<file path="src/rtl/bus_writeback_demux.sv">
// Takes a result-bus word, narrows it to NARROW_W bits and commits it to either
// the PC load port or a register-file write port through a 3-state buffer FSM.
module bus_writeback_demux #(
   parameter int DATA_W   = 16,
   parameter int NARROW_W = 5,
   parameter int RADDR_W  = 3,
   parameter int ERRCNT_W = 4
) (
   input  logic                clk,
   input  logic                rst_n,
   input  logic                in_valid,
   output logic                in_ready,
   input  logic [DATA_W-1:0]   in_data,
   input  logic                in_select,
   input  logic [RADDR_W-1:0]  in_raddr,
   input  logic                wb_stall,
   output logic                pc_we,
   output logic [NARROW_W-1:0] pc_data,
   output logic                rf_we,
   output logic [RADDR_W-1:0]  rf_addr,
   output logic [NARROW_W-1:0] rf_data,
   output logic                trunc_err,
   output logic [ERRCNT_W-1:0] err_count,
   input  logic                err_clear
);

   typedef enum logic [1:0] {
      S_IDLE   = 2'd0,
      S_HOLD   = 2'd1,
      S_COMMIT = 2'd2
   } state_e;

   state_e                state_q, state_d;
   logic [DATA_W-1:0]     buf_data_q, buf_data_d;
   logic                  buf_sel_q, buf_sel_d;
   logic [RADDR_W-1:0]    buf_raddr_q, buf_raddr_d;
   logic [NARROW_W-1:0]   narrow_q, narrow_d;
   logic                  trunc_q, trunc_d;
   logic                  pc_we_q, pc_we_d;
   logic [NARROW_W-1:0]   pc_data_q, pc_data_d;
   logic                  rf_we_q, rf_we_d;
   logic [RADDR_W-1:0]    rf_addr_q, rf_addr_d;
   logic [NARROW_W-1:0]   rf_data_q, rf_data_d;
   logic                  trunc_err_q, trunc_err_d;
   logic [ERRCNT_W-1:0]   err_count_q, err_count_d;

   always_comb begin
      // NOTE: every _d gets a default first so no path through the case infers a latch.
      state_d     = state_q;
      buf_data_d  = buf_data_q;
      buf_sel_d   = buf_sel_q;
      buf_raddr_d = buf_raddr_q;
      narrow_d    = narrow_q;
      trunc_d     = trunc_q;
      pc_we_d     = 1'b0;
      rf_we_d     = 1'b0;
      trunc_err_d = 1'b0;
      pc_data_d   = pc_data_q;
      rf_addr_d   = rf_addr_q;
      rf_data_d   = rf_data_q;
      err_count_d = err_count_q;

      case (state_q)
         S_IDLE: begin
            if (in_valid) begin
               buf_data_d  = in_data;
               buf_sel_d   = in_select;
               buf_raddr_d = in_raddr;
               state_d     = S_HOLD;
            end
         end
         S_HOLD: begin
            narrow_d = buf_data_q[NARROW_W-1:0];
            trunc_d  = |buf_data_q[DATA_W-1:NARROW_W];
            state_d  = S_COMMIT;
         end
         S_COMMIT: begin
            if (!wb_stall) begin
               if (buf_sel_q) begin
                  rf_we_d   = 1'b1;
                  rf_addr_d = buf_raddr_q;
                  rf_data_d = narrow_q;
               end else begin
                  pc_we_d   = 1'b1;
                  pc_data_d = narrow_q;
               end
               trunc_err_d = trunc_q;
               if (trunc_q && (err_count_q != '1))
                  err_count_d = err_count_q + ERRCNT_W'(1);
               state_d = S_IDLE;
            end
         end
         default: state_d = S_IDLE;
      endcase

      // Clear wins over a same-cycle increment.
      if (err_clear)
         err_count_d = '0;
   end

   // NOTE: sequential state uses non-blocking assignments only; the buffer is a
   // handful of flops, so it is reset along with everything else.
   always_ff @(posedge clk or negedge rst_n) begin
      if (!rst_n) begin
         state_q     <= S_IDLE;
         buf_data_q  <= '0;
         buf_sel_q   <= 1'b0;
         buf_raddr_q <= '0;
         narrow_q    <= '0;
         trunc_q     <= 1'b0;
         pc_we_q     <= 1'b0;
         pc_data_q   <= '0;
         rf_we_q     <= 1'b0;
         rf_addr_q   <= '0;
         rf_data_q   <= '0;
         trunc_err_q <= 1'b0;
         err_count_q <= '0;
      end else begin
         state_q     <= state_d;
         buf_data_q  <= buf_data_d;
         buf_sel_q   <= buf_sel_d;
         buf_raddr_q <= buf_raddr_d;
         narrow_q    <= narrow_d;
         trunc_q     <= trunc_d;
         pc_we_q     <= pc_we_d;
         pc_data_q   <= pc_data_d;
         rf_we_q     <= rf_we_d;
         rf_addr_q   <= rf_addr_d;
         rf_data_q   <= rf_data_d;
         trunc_err_q <= trunc_err_d;
         err_count_q <= err_count_d;
      end
   end

   assign in_ready  = (state_q == S_IDLE);
   assign pc_we     = pc_we_q;
   assign pc_data   = pc_data_q;
   assign rf_we     = rf_we_q;
   assign rf_addr   = rf_addr_q;
   assign rf_data   = rf_data_q;
   assign trunc_err = trunc_err_q;
   assign err_count = err_count_q;

endmodule

</file>
<file path="config.mk">
export PLATFORM = sky130hd
export DESIGN_NAME = bus_writeback_demux
export DESIGN_NICKNAME = d
export VERILOG_FILES = /design/src/rtl/bus_writeback_demux.sv
export SDC_FILE = /design/constraint.sdc
export NUM_CORES = 1
export LEC_CHECK = 0
export BUFFER_PORTS_ARGS = -buffer_cell sky130_fd_sc_hd__buf_4
export CAP_MARGIN = 20
export CELL_PAD_IN_SITES_DETAIL_PLACEMENT = 0
export CELL_PAD_IN_SITES_GLOBAL_PLACEMENT = 2
export CORE_MARGIN = 8
export CORE_UTILIZATION = 32
export CTS_CLUSTER_DIAMETER = 150
export DETAILED_ROUTE_END_ITERATION = 7
export PLACE_DENSITY_LB_ADDON = 0.1
export SLEW_MARGIN = 10
export SYNTH_ARGS = -nofsm -noshare
export SYNTH_HDL_FRONTEND = slang
export SYNTH_SLANG_ARGS = --single-unit
</file>
<file path="constraint.sdc">
create_clock -name clk -period 1.4 [get_ports clk]
set_clock_uncertainty 0.05 [all_clocks]
set_input_delay 0.35 -clock clk [delete_from_list [all_inputs] [get_ports clk]]
set_output_delay 0.35 -clock clk [all_outputs]
set_load 0.005 [all_outputs]
</file>
# --- Word-level counts from Yosys, hierarchy flattened ---
# Cells that the tools add are included.
classes:
  div: 0
  muxes: 15
  addsub: 1
  shifts: 0
  multipliers: 0
  bitwise: 2
  reduce_logical: 10
  order_cmp: 0
  n_eq_ne: 6
ops:
  columns: ["cell", "n"]
  rows:
  - ["4-bit two-way mux", 4]
  - ["11-bit OR reduction", 1]
  - ["3-bit AND reduction", 3]
  - ["1-bit two-way mux", 8]
  - ["2-bit one-hot mux with 3 select lines", 1]
  - ["4-bit by 1-bit adder with 4-bit output (second input constant)", 1]
  - ["2-bit two-way mux", 2]
  - ["2-bit inequality test (second input constant)", 2]
  - ["4-bit inequality test (second input constant)", 1]
  - ["2-bit AND reduction", 2]
  - ["2-bit nonzero test", 2]
  - ["2-bit by 1-bit == test with 1-bit output (second input constant)", 1]
  - ["2-bit == test (second input constant)", 1]
  - ["2-bit logical NOT", 1]
  - ["2-bit by 1-bit inequality test with 1-bit output (second input constant)", 1]
  - ["1-bit inverter", 2]
  - ["1-bit logical AND", 1]
word_totals:
  register_bits: 48
  latchBits: 0
  mem_bits_rw: 0
  out_inout_bits: 21
  mem_count: 0
  mem_bits_ro: 0
  input_bits: 25
  elab_cells: 47

# --- Longest topological paths before layout ---
# Gate-level depths: netlist of the first run.
depth:
  depth_word: 6
  mapped_depth: 4

# --- Least setup slack after synthesis of the first run ---
# Ideal clock, no wire load.
synth_path:
  kind: "register to register"
  startpoint: "reg state_q[1]"
  endpoint: "reg buf_data_q[0]"
  setup_time_ps: 125
  path_stages_with_launch: 5
  slack_ps: 4
  arrival_time_ps: 1222
  n_path_buf: 1
  cell_sequence: "dfrtp_1 -> nor2_1 -> and2_4 -> buf_6 -> mux2_2"
synth_between:
  elab_chain_cells: 2
synth_lines:
  columns: ["element", "line", "rtl"]
  rows:
  - ["from (decl)", "33", "state_e state_q, state_d;"]
  - ["from (signal assigned)", "119", "state_q <= state_d;"]
  - ["2-bit logical NOT", null, null]
  - ["named net in_ready", "12", "output logic in_ready,"]
  - ["2-bit AND reduction (no line)", null, null]
  - ["to (signal assigned)", "120", "buf_data_q <= buf_data_d;"]
  - ["to (decl)", "34", "logic [DATA_W-1:0] buf_data_q, buf_data_d;"]
# The timed path passes the listed nets, and every way through them passes these cells.
# A chain may end at the register's enable or synchronous reset.

# --- Worst setup path after layout of the first run ---
layout_path:
  startpoint: "reg state_q[0]"
  endpoint: "reg err_count_q[3] (netlist: err_count[3])"
layout_between:
  elab_chain_cells: 3
layout_lines:
  columns: ["element", "line", "rtl"]
  rows:
  - ["2-bit == test", "63", "case (state_q)"]
  - ["2-bit nonzero test (no line)", null, null]
  - ["3-bit AND reduction (no line)", null, null]
  - ["to (signal assigned)", "131", "err_count_q <= err_count_d;"]
  - ["to (decl)", "45", "logic [ERRCNT_W-1:0] err_count_q, err_count_d;"]
# No other way between the ends.

==> results of run 1 <==
## flip-flops by register name (all words and copies together) (netlist names)
register,flops
trunc_err,1
rf_data,5
pc_data,5
pc_we,1
state_q,2
err_count,4
rf_addr,3
buf_sel_q,1
trunc_q,1
buf_raddr_q,3
narrow_q,5
buf_data_q,16
rf_we,1
## power breakdown
| group | total, mW | switching, mW | internal (mW) |
|---|---|---|---|
| Clock | 0.860 | 0.460 | 0.400 |
| Sequential | 2.39 | 0.385 | 2.01 |
| Combinational | 2.02 | 0.626 | 1.39 |
| Total | 5.27 | 1.47 | 3.80 |
## cells in the final DEF, fill, tap and decap left out, types with 2 or more instances in the layout
master / Yosys / final
buf_4: 0 / 50
dfrtp_1: 48 / 47
mux2_4: 0 / 20
mux2_2: 38 / 18
clkbuf_8: 0 / 6
buf_6: 3 / 6
nor4_1: 2 / 2
a21oi_2: 0 / 2
nand3b_1: 2 / 2
a21oi_1: 4 / 2
o21ai_0: 2 / 2
clkinvlp_4: 0 / 2
buf_12: 0 / 2
## metrics by stage
| stage | TNS, ns | std cells |
|---|---|---|
| after CTS | -0.491 | 257 |
| after global placement | -1.27 | 246 |
| final | -0.353 | 258 |
| after global routing | -1.99 | 258 |
| after detailed placement | -2.04 | 246 |
| after floorplan | 0 | 119 |
## metal layers
layer / GRT usage, % / vias up
met3: 4.37 / 7
met5: 0 / -
met2: 16.3 / 29
met4: 3.22 / 0
met1: 10.9 / 573
li1: - / 551
## layout make-up
cell class	instances	area, um^2	area share (%)
clock buffers	6	82.6	3.09
clock inverters	2	15.0	0.563
inverters	1	3.75	0.141
multi-input cells	66	753	28.2
flip-flops and latches	48	1200	45.1
well taps	75	93.8	3.52
repair buffers	60	518	19.4
## cell usage after synthesis (2+ instances only)
cell and n:
dfrtp_1 48, mux2_2 38, a21oi_1 4, buf_6 3
nand3b_1 2, nor3_1 2, nor4_1 2, o21ai_0 2
or3_1 2
## worst max path at each step
stage	cells past startpoint	start	slack (ns)	end
finish	4	state_q[0]$_DFFE_PN0P_	-0.09	err_count[3]$_DFFE_PN0P_
global route	4	state_q[0]$_DFFE_PN0P_	-0.17	err_count[3]$_DFFE_PN0P_
CTS	3	state_q[0]$_DFFE_PN0P_	-0.08	in_ready
detailed placement	3	wb_stall	-0.12	rf_data[1]$_DFFE_PN0P_
global placement	3	wb_stall	-0.09	rf_data[1]$_DFFE_PN0P_
floorplan	4	state_q[1]$_DFFE_PN0P_	0.004	buf_data_q[0]$_DFFE_PN0P_
## critical path: cells and delay by family, from the launching register on
| family | cells | cell delay (ns) |
|---|---|---|
| buffers and inverters | 1 | 0.15 |
| DFF | 1 | 0.46 |
| and+or+nand+nor | 1 | 0.22 |
| AOI/OAI and AO/OA | 2 | 0.50 |
## cells by family (layout without fill, tap and decap cells)
| family | count (synthesis) | count (layout) | share of synthesized area (%) |
|---|---|---|---|
| multiplexers | 38 | 38 | 22.6 |
| adder cells (fa/ha/maj) | 1 | 1 | 0.661 |
| AO/OA/AOI/OAI | 9 | 9 | 2.71 |
| buffers and inverters | 5 | 69 | 2.25 |
| flip-flops | 48 | 48 | 63.4 |
| AND/OR/NAND/NOR | 18 | 18 | 8.33 |
## repair_timing
action,4_1_cts,5_1_grt
hold buffers,1,0
pin swaps,3,1
gates resized for setup,7,27
gates cloned,0,1
endpoints found under the setup margin,36,45
setup buffers,2,0
hold endpoints to repair,22,0
==> run metrics, run 1 <==
status=complete, but fails checks; failing checks=setup timing; Post-Place Worst Slack=-0.120 ns; Max Cap Violations=0; post-layout util=45.9%; Crit Reg-Reg Endpoint=err_count[3]$_DFFE_PN0P_; Required @ worst endpoint=1.54 ns; crit path max fanout=6; final hold slack=approximately 0.18 ns; average size of a mapped cell=15.9 um^2; Top Metal Used=met4; synth warn=0; relative slew slack=75.1%; clock root cell=clkbuf_8; Pre-antenna DRT Iters=3; worst min-delay path startpoint=err_clear; Final setup viols=17; Worst Hold Class=in2reg; PD cells=1970 nW/um^2; met3 routed WL=approximately 250 um; Setup crit start kind=flop; Syn Nets=roughly 150; detailed-route DRC error count=0; Final min period=around 1.5 ns; pin count of the biggest net entering global routing=27; Final Cell Area=approximately 2700 um^2; placed instance area=roughly 2400 um^2; post-synthesis sequential area ratio=between 60 and 70%; final worst-path cycle share=106%; Top Ports=46; All-Layer GR Usage=9.80%; Worst-Skew Late Latency=0.30 ns; CP max-delay cell=dfrtp_2; Setup Crit Path Kind=reg2reg; Post-Syn Instances=119; area share of the largest cell type after synthesis=63.5%; top area cells in the synthesized netlist=dfrtp_1 63%, mux2_2 23%, buf_6 1.8%; worst path cell trace=buf_4 > nand4bb_4 > o31ai_1 > a21oi_2; clock buffer depth=2; final-report hold violation count=0; r2r startpoint=state_q[0]$_DFFE_PN0P_; first-pass GRT wire length=roughly 6.5 mm; core area=5820 um^2; gr ovfl total=0; total wire length=4.13 mm; cts bufs inserted=5; Top FF cell, synth=dfrtp_1; Avg Vias per Cell=4.50; mapped cell area=1890 um^2; final max-slew violation count=0; Antenna Cells=0; worst ir drop on vdd=0.639 mV; metal2 WL=2.11 mm; final worst setup slack=-0.0864 ns; Antenna Nets Post-Route=0; count of different cell masters after synthesis=25; H-tree Lvls=2; number of flops mapped to enable cells by yosys=0; Die Wd=92.9 um; number of global-route vias before repair=~1,300; Detailed Place HPWL=around 2.9 mm; I/O Buffers=45; Initial Util=32.6%; WL met1=about 1.7 mm; Worst Tran Pin Value=approximately 0.37 ns; Area Growth Syn to Fin=41.0%; Final Wtd Congestion=between 0.6 and 0.7; Total Power=5.27 mW; FFs w/ async S/R, synth=100%; Final #Nets=around 210; via count=1,160; unrepaired setup endpoints after global routing=yes; DRT iter0 DRCs=14; CTS tree=yes; Leakage=about 1.3 nW; R2R depth=4; Hold Path Stages=2; WP data arrival=1.62 ns; filler instances=548; Worst R2R Setup Slack=-0.09 ns; Reg clk slew, reported paths=0.09 ns; Crit. End Element=flop; share of cells above drive strength 1=62.8%; die area=approximately 8600 um^2; FF+latch count, synth=between 40 and 50; WHS Endpoint=err_count[3]$_DFFE_PN0P_; Die Ht=92.9 um; antenna violations before repair=0; WL/cell=16.0 um; Yosys top cell by area=dfrtp_1; CTS Sinks=48; Crit path largest cell delay=around 0.46 ns; Max Fclk=673 MHz; row cnt=28
Power figures use the tool's default switching activity.
==> run 2: changes to the inputs <==
--- a/config.mk
+++ b/config.mk
@@ -7,13 +7,14 @@
 export LEC_CHECK = 0
 export BUFFER_PORTS_ARGS = -buffer_cell sky130_fd_sc_hd__buf_4
 export CAP_MARGIN = 20
-export CELL_PAD_IN_SITES_DETAIL_PLACEMENT = 0
+export CELL_PAD_IN_SITES_DETAIL_PLACEMENT = 1
 export CELL_PAD_IN_SITES_GLOBAL_PLACEMENT = 2
 export CORE_MARGIN = 8
 export CORE_UTILIZATION = 32
 export CTS_CLUSTER_DIAMETER = 150
 export DETAILED_ROUTE_END_ITERATION = 7
 export PLACE_DENSITY_LB_ADDON = 0.1
+export REMOVE_ABC_BUFFERS = 1
 export SLEW_MARGIN = 10
 export SYNTH_ARGS = -nofsm -noshare
 export SYNTH_HDL_FRONTEND = slang
==> run 2 against run 1 <==
  * Wire length fell by 1.1%
  * Sequential power about the same
  * Register-to-register slack gained 0.02 ns
  * Via count up 1.4%
  * The flow still finishes with violations (setup timing)
  * Critical path depth did not move
  * Die area did not move
  * Cell area decreased by 3.6%
  * Largest cell class unchanged
  * Final cell count is 1.9% lower
  * Setup slack improved by 0.018 ns
  * Power shrank 3.4%
==> run metrics, run 2 (synthesis gave the netlist of run 1 again) <==
placed instance area=2370 um^2 (-1.2%); Avg Vias per Cell=4.65 (+3.4%); final worst setup slack=-0.0684 ns (+0.0180 ns); row cnt=28 (unchanged); Final #Nets=203 (-2.4%); M2 GR Usage=16.0% (-0.30 points); antenna violations before repair=0 (unchanged); Pre-antenna DRT Iters=2 (-1); worst ir drop on vdd=0.768 mV (+20%); Max Fclk=681 MHz (+1.2%); Post-Place Worst Slack=-0.148 ns (-0.0277 ns); Initial Util=32.6% (unchanged); share of cells above drive strength 1=63.5% (+0.64 points); Die Wd=92.9 um (unchanged); Reg clk slew, reported paths=0.08 ns (about the same); Area Growth Syn to Fin=35.9%; detailed-route DRC error count=0 (unchanged); Crit. End Element=flop; grt met1 use=13.1% (+2.2 points); I/O Buffers=45 (unchanged); Die Ht=92.9 um (unchanged); failing checks=setup timing; commonest non-fill, non-tap cell in the layout=buf_4; WP data arrival=1.65 ns (+0.03 ns); WL/cell=16.1 um (+0.86%); grt peak-use layer=met2; filler instances=628 (+15%); Setup crit start=state_q[0]$_DFFE_PN0P_; Antenna Nets Post-Route=0 (unchanged); Largest register FFs=16 (unchanged); core area=5820 um^2 (unchanged); status=complete, but fails checks; die area=8630 um^2 (unchanged); gr ovfl total=0 (unchanged); Worst Tran Pin Value=0.608 ns (+0.237 ns); Reg with most FFs=buf_data_q; most frequent cells in the layout=49 x buf_4, 46 x dfrtp_1, 24 x mux2_2; Max Cap Violations=0 (unchanged); Worst Hold Class=in2async; Top Ports=46 (unchanged); r2r startpoint=state_q[0]$_DFFE_PN0P_; relative slew slack=59.5% (-16 points); PD cells=1980 nW/um^2 (+0.26%); CTS Sinks=48 (unchanged); total wire length=4.08 mm (-1.1%); Final min period=1.47 ns (-0.0180 ns); Worst-Skew Late Latency=0.30 ns (about the same); clock root cell=clkbuf_8; All-Layer GR Usage=10.5% (+0.73 points); Setup crit start kind=flop; CTS tree=yes; Leakage=1.18 nW (-5.6%); Setup Crit Path Kind=reg2reg; final max-slew violation count=0 (unchanged); crit path max fanout=5 (-1); Detailed Place HPWL=2.89 mm (-0.95%); Crit Reg-Reg Endpoint=err_count[0]$_DFFE_PN0P_; GRT met3 Usage=4.61% (+0.24 points); final-report hold violation count=0 (unchanged); Antenna Cells=0 (unchanged); cts bufs inserted=5 (unchanged); Final Cell Area=2570 um^2 (-3.6%); pin count of the biggest net entering global routing=49 (+81%); unrepaired setup endpoints after global routing=yes; Worst R2R Setup Slack=-0.07 ns (+0.02 ns); clock buffer depth=2 (unchanged); Required @ worst endpoint=1.58 ns (+0.04 ns); via count=1,176 (+1.4%); number of global-route vias before repair=1,365 (+4.0%); Final setup viols=28 (+11); R2R depth=4 (unchanged); DRT iter0 DRCs=33 (+19); first-pass GRT wire length=7.22 mm (+11%); H-tree Lvls=2 (unchanged); Final Wtd Congestion=0.728 (+5.4%); final worst-path cycle share=105% (-1.3 points)
==> run 2: repair_timing <==
action / 4_1_cts / 5_1_grt
hold buffers: 0 / 0
pin swaps: 5 / 2
buffers inserted: 1 / 0
cloned: 0 / 0
endpoints found under the setup margin: 42 / 39
gates resized for setup: 25 / 5
==> run 2: area by class of cell <==
cell class / instances / area (um^2) / area share [%]
clock buffer: 7 / 86.3 / 3.36
clock inverter: 1 / 7.51 / 0.292
inverter: 1 / 3.75 / 0.146
multi-input combinational: 66 / 733 / 28.5
sequential: 48 / 1200 / 46.8
tap: 75 / 93.8 / 3.65
timing repair buffer: 55 / 444 / 17.3
==> run 2: metrics by stage <==
stage / setup TNS [ns] / total power, mW / instances / hold slack [ns] / util [%]
after CTS: -1.72 / 5.17 / 253 / 0.0285 / 43.9
final: -1.26 / 5.09 / 253 / 0.00739 / 44.2
after global routing: -3.32 / 5.46 / 253 / 0.0485 / 44.2
after global placement: -1.52 / 3.95 / 244 / 0.339 / 40.7
after floorplan: -0.172 / 3.21 / 115 / 0.00441 / -
after detailed placement: -3.46 / 4.05 / 244 / 0.359 / 40.7
==> run 2: metal layers <==
layer / wire length, um / vias up
li1: - / 549
met1: 1750 / 592
met2: 1970 / 30
met3: 306 / 5
met4: 51 / 0
met5: 0 / -
==> run 2: critical path, cell delays in order, from the launching register on <==
cell       delay [ns]
dfrtp_2          0.46
buf_4            0.16
nand4bb_4        0.21
or3_4            0.39
a21oi_2          0.13
==> run 2: worst max path at each step <==
stage / depth (start not counted) / slack (ns) / end
after global placement: 3 / -0.06 / buf_data_q[12]$_DFFE_PN0P_
after floorplan: 3 / -0.009 / buf_data_q[0]$_DFFE_PN0P_
final: 4 / -0.07 / err_count[0]$_DFFE_PN0P_
after detailed placement: 3 / -0.15 / buf_data_q[1]$_DFFE_PN0P_
after global routing: 4 / -0.13 / err_count[0]$_DFFE_PN0P_
after CTS: 3 / -0.09 / in_ready
==> run 2: report_power, final <==
group,switching (mW),internal (mW)
clock,0.448,0.402
combinational,0.579,1.26
sequential,0.395,2.01
==> run 3: changes to the inputs <==
--- a/config.mk
+++ b/config.mk
@@ -5,15 +5,18 @@
 export SDC_FILE = /design/constraint.sdc
 export NUM_CORES = 1
 export LEC_CHECK = 0
+export ABC_CLOCK_PERIOD_IN_PS = 1400
 export BUFFER_PORTS_ARGS = -buffer_cell sky130_fd_sc_hd__buf_4
 export CAP_MARGIN = 20
 export CELL_PAD_IN_SITES_DETAIL_PLACEMENT = 1
 export CELL_PAD_IN_SITES_GLOBAL_PLACEMENT = 2
+export CORE_ASPECT_RATIO = 0.8
 export CORE_MARGIN = 8
 export CORE_UTILIZATION = 32
 export CTS_CLUSTER_DIAMETER = 150
 export DETAILED_ROUTE_END_ITERATION = 7
 export PLACE_DENSITY_LB_ADDON = 0.1
+export RECOVER_POWER = 50
 export REMOVE_ABC_BUFFERS = 1
 export SLEW_MARGIN = 10
 export SYNTH_ARGS = -nofsm -noshare
==> run 3 against run 2 <==
  * The run still ends with setup timing left
  * Sequential cell count is the same
  * Power grew 8.2%
  * Global-route usage grew 0.43 points
  * Die area grew 0.17%
  * Largest cell class unchanged
  * Highest routed layer unchanged
==> run metrics, run 3 (synthesis gave the netlist of run 1 again) <==
status=complete, but fails checks; failing checks=setup timing; CTS tree=yes; Crit Reg-Reg Endpoint=err_count[0]$_DFFE_PN0P_; Critical Path Sink=in_ready; WL/cell=17.0 um (+5.1%); Worst-Skew Late Latency=0.30 ns (about the same); Antenna Cells=0 (unchanged); Worst R2R Setup Slack=-0.05 ns (+0.02 ns); detailed-route DRC error count=0 (unchanged); Detailed Place HPWL=3.07 mm (+6.1%); Max Fclk=684 MHz (+0.39%); CTS Sinks=48 (unchanged); Final Cell Area=2730 um^2 (+6.0%); Crit. End Element=output pin; Avg Vias per Cell=4.53 (-2.6%); non-filler cells, final=266 (+5.1%); R2R depth=4 (unchanged); relative slew slack=55.7% (-3.7 points); post-layout util=46.9% (+2.6 points); worst min-delay path startpoint=err_clear; antenna violations before repair=0 (unchanged); final max-slew violation count=0 (unchanged); final hold slack=0.172 ns (+0.165 ns); final worst setup slack=-0.0626 ns (+0.00576 ns); worst ir drop on vdd=0.719 mV (-6.4%); pin count of the biggest net entering global routing=49 (unchanged); Crit path depth=3 (-1); gr ovfl total=0 (unchanged); Initial Util=32.5% (about the same); Required @ worst endpoint=1.00 ns (-0.58 ns); Antenna Nets Post-Route=0 (unchanged); Final min period=1.46 ns (-0.00576 ns); total wire length=4.51 mm (+10%); placed instance area=2410 um^2 (+1.7%); most frequent cells in the layout=50 x buf_4, 46 x dfrtp_1, 26 x mux2_4; Final #Nets=210 (+3.4%); CP bufs+invs=2 (+1); Leakage=1.29 nW (+8.7%); CP delay by family, top=flip-flops; Reg clk slew, reported paths=0.09 ns (about the same); unrepaired setup endpoints after global routing=yes; share of cells above drive strength 1=62.7% (-0.78 points); core area=5820 um^2 (about the same); clock buffer depth=2 (unchanged); All-Layer GR Usage=11.0% (+0.43 points); final worst-path cycle share=104% (-0.41 points); clock root cell=clkbuf_8; Final Wtd Congestion=0.656 (-9.9%); worst path cell trace=nor2_4 > buf_4 > buf_6; first-pass GRT wire length=7.29 mm (+1.1%); Post-Place Worst Slack=-0.114 ns (+0.0343 ns); DRT iter0 DRCs=18 (-45%); Final setup viols=36 (+29%); crit path max fanout=5 (unchanged); r2r startpoint=state_q[0]$_DFFE_PN0P_; H-tree Lvls=2 (unchanged); final-report hold violation count=0 (unchanged); Placed Cells=251 (+2.9%); Setup crit start kind=flop; I/O Buffers=45 (unchanged); Max Cap Violations=0 (unchanged); via count=1,204 (+2.4%); Top Ports=46 (unchanged); CP max-delay cell=dfrtp_2; Die Ht=84.8 um (-8.7%); Pre-antenna DRT Iters=3 (+1); Area Growth Syn to Fin=44.0%; Crit path largest cell delay=0.45 ns (about the same); Die Wd=102 um (+9.8%); Reg with most FFs=buf_data_q; Setup crit start=state_q[1]$_DFFE_PN0P_; Worst Hold Class=in2reg; die area=8650 um^2 (+0.17%); commonest non-fill, non-tap cell in the layout=buf_4; Largest register FFs=16 (unchanged); number of global-route vias before repair=1,386 (+1.5%); row cnt=25 (-11%); WP data arrival=1.06 ns (-0.59 ns); Setup Crit Path Kind=reg2out; Worst Tran Pin Value=0.664 ns (+0.0560 ns); cts bufs inserted=5 (unchanged); PD cells=2020 nW/um^2 (+2.1%)
## run 3: layout make-up
cell class	count	area, um^2
flip-flops and latches	48	1200
multi-input cells	66	774
clock buffers	7	86.3
clock inverters	1	7.51
well taps	81	101
fillers	605	3090
inverters	1	3.75
repair buffers	62	549
## run 3: metal layers
layer | routed length [um] | vias up | global-route usage [%] | part of all wire (%)
met1 | 2080 | 621 | 14.2 | 46
met5 | 0 | - | 0 | 0
met4 | 48 | 0 | 3.99 | 1.1
li1 | - | 554 | - | -
met3 | 204 | 4 | 3.14 | 4.5
met2 | 2180 | 25 | 16.7 | 48
## run 3: worst min path at each step
stage,end,cells after the start
after CTS,err_count[0]$_DFFE_PN0P_,2
after detailed placement,buf_data_q[7]$_DFFE_PN0P_,2
after global placement,buf_data_q[15]$_DFFE_PN0P_,2
after global routing,err_count[0]$_DFFE_PN0P_,2
final,err_count[0]$_DFFE_PN0P_,2
after floorplan,buf_data_q[0]$_DFFE_PN0P_,0
## run 3: timing repair
| action | 4_1_cts | 5_1_grt |
|---|---|---|
| endpoints found under the hold margin | 48 | 0 |
| setup buffers | 2 | 2 |
| hold buffers | 1 | 0 |
| gates cloned | 1 | 1 |
| endpoints found under the setup margin | 35 | 40 |
| pin swaps | 5 | 4 |
| resized for setup | 33 | 9 |
## run 3: stage by stage
stage / power [mW] / TNS [ns]
6_report: 5.51 / -0.971
5_1_grt: 5.86 / -2.72
4_1_cts: 5.46 / -1.17
3_5_place_dp: 4.13 / -1.75
3_3_place_gp: 4.02 / -1.10
2_1_floorplan: 3.21 / -0.172
## run 3: report_power, final
| part | internal [mW] | switching [mW] |
|---|---|---|
| logic | 1.54 | 0.677 |
| registers | 2.01 | 0.425 |
| clock network | 0.402 | 0.453 |
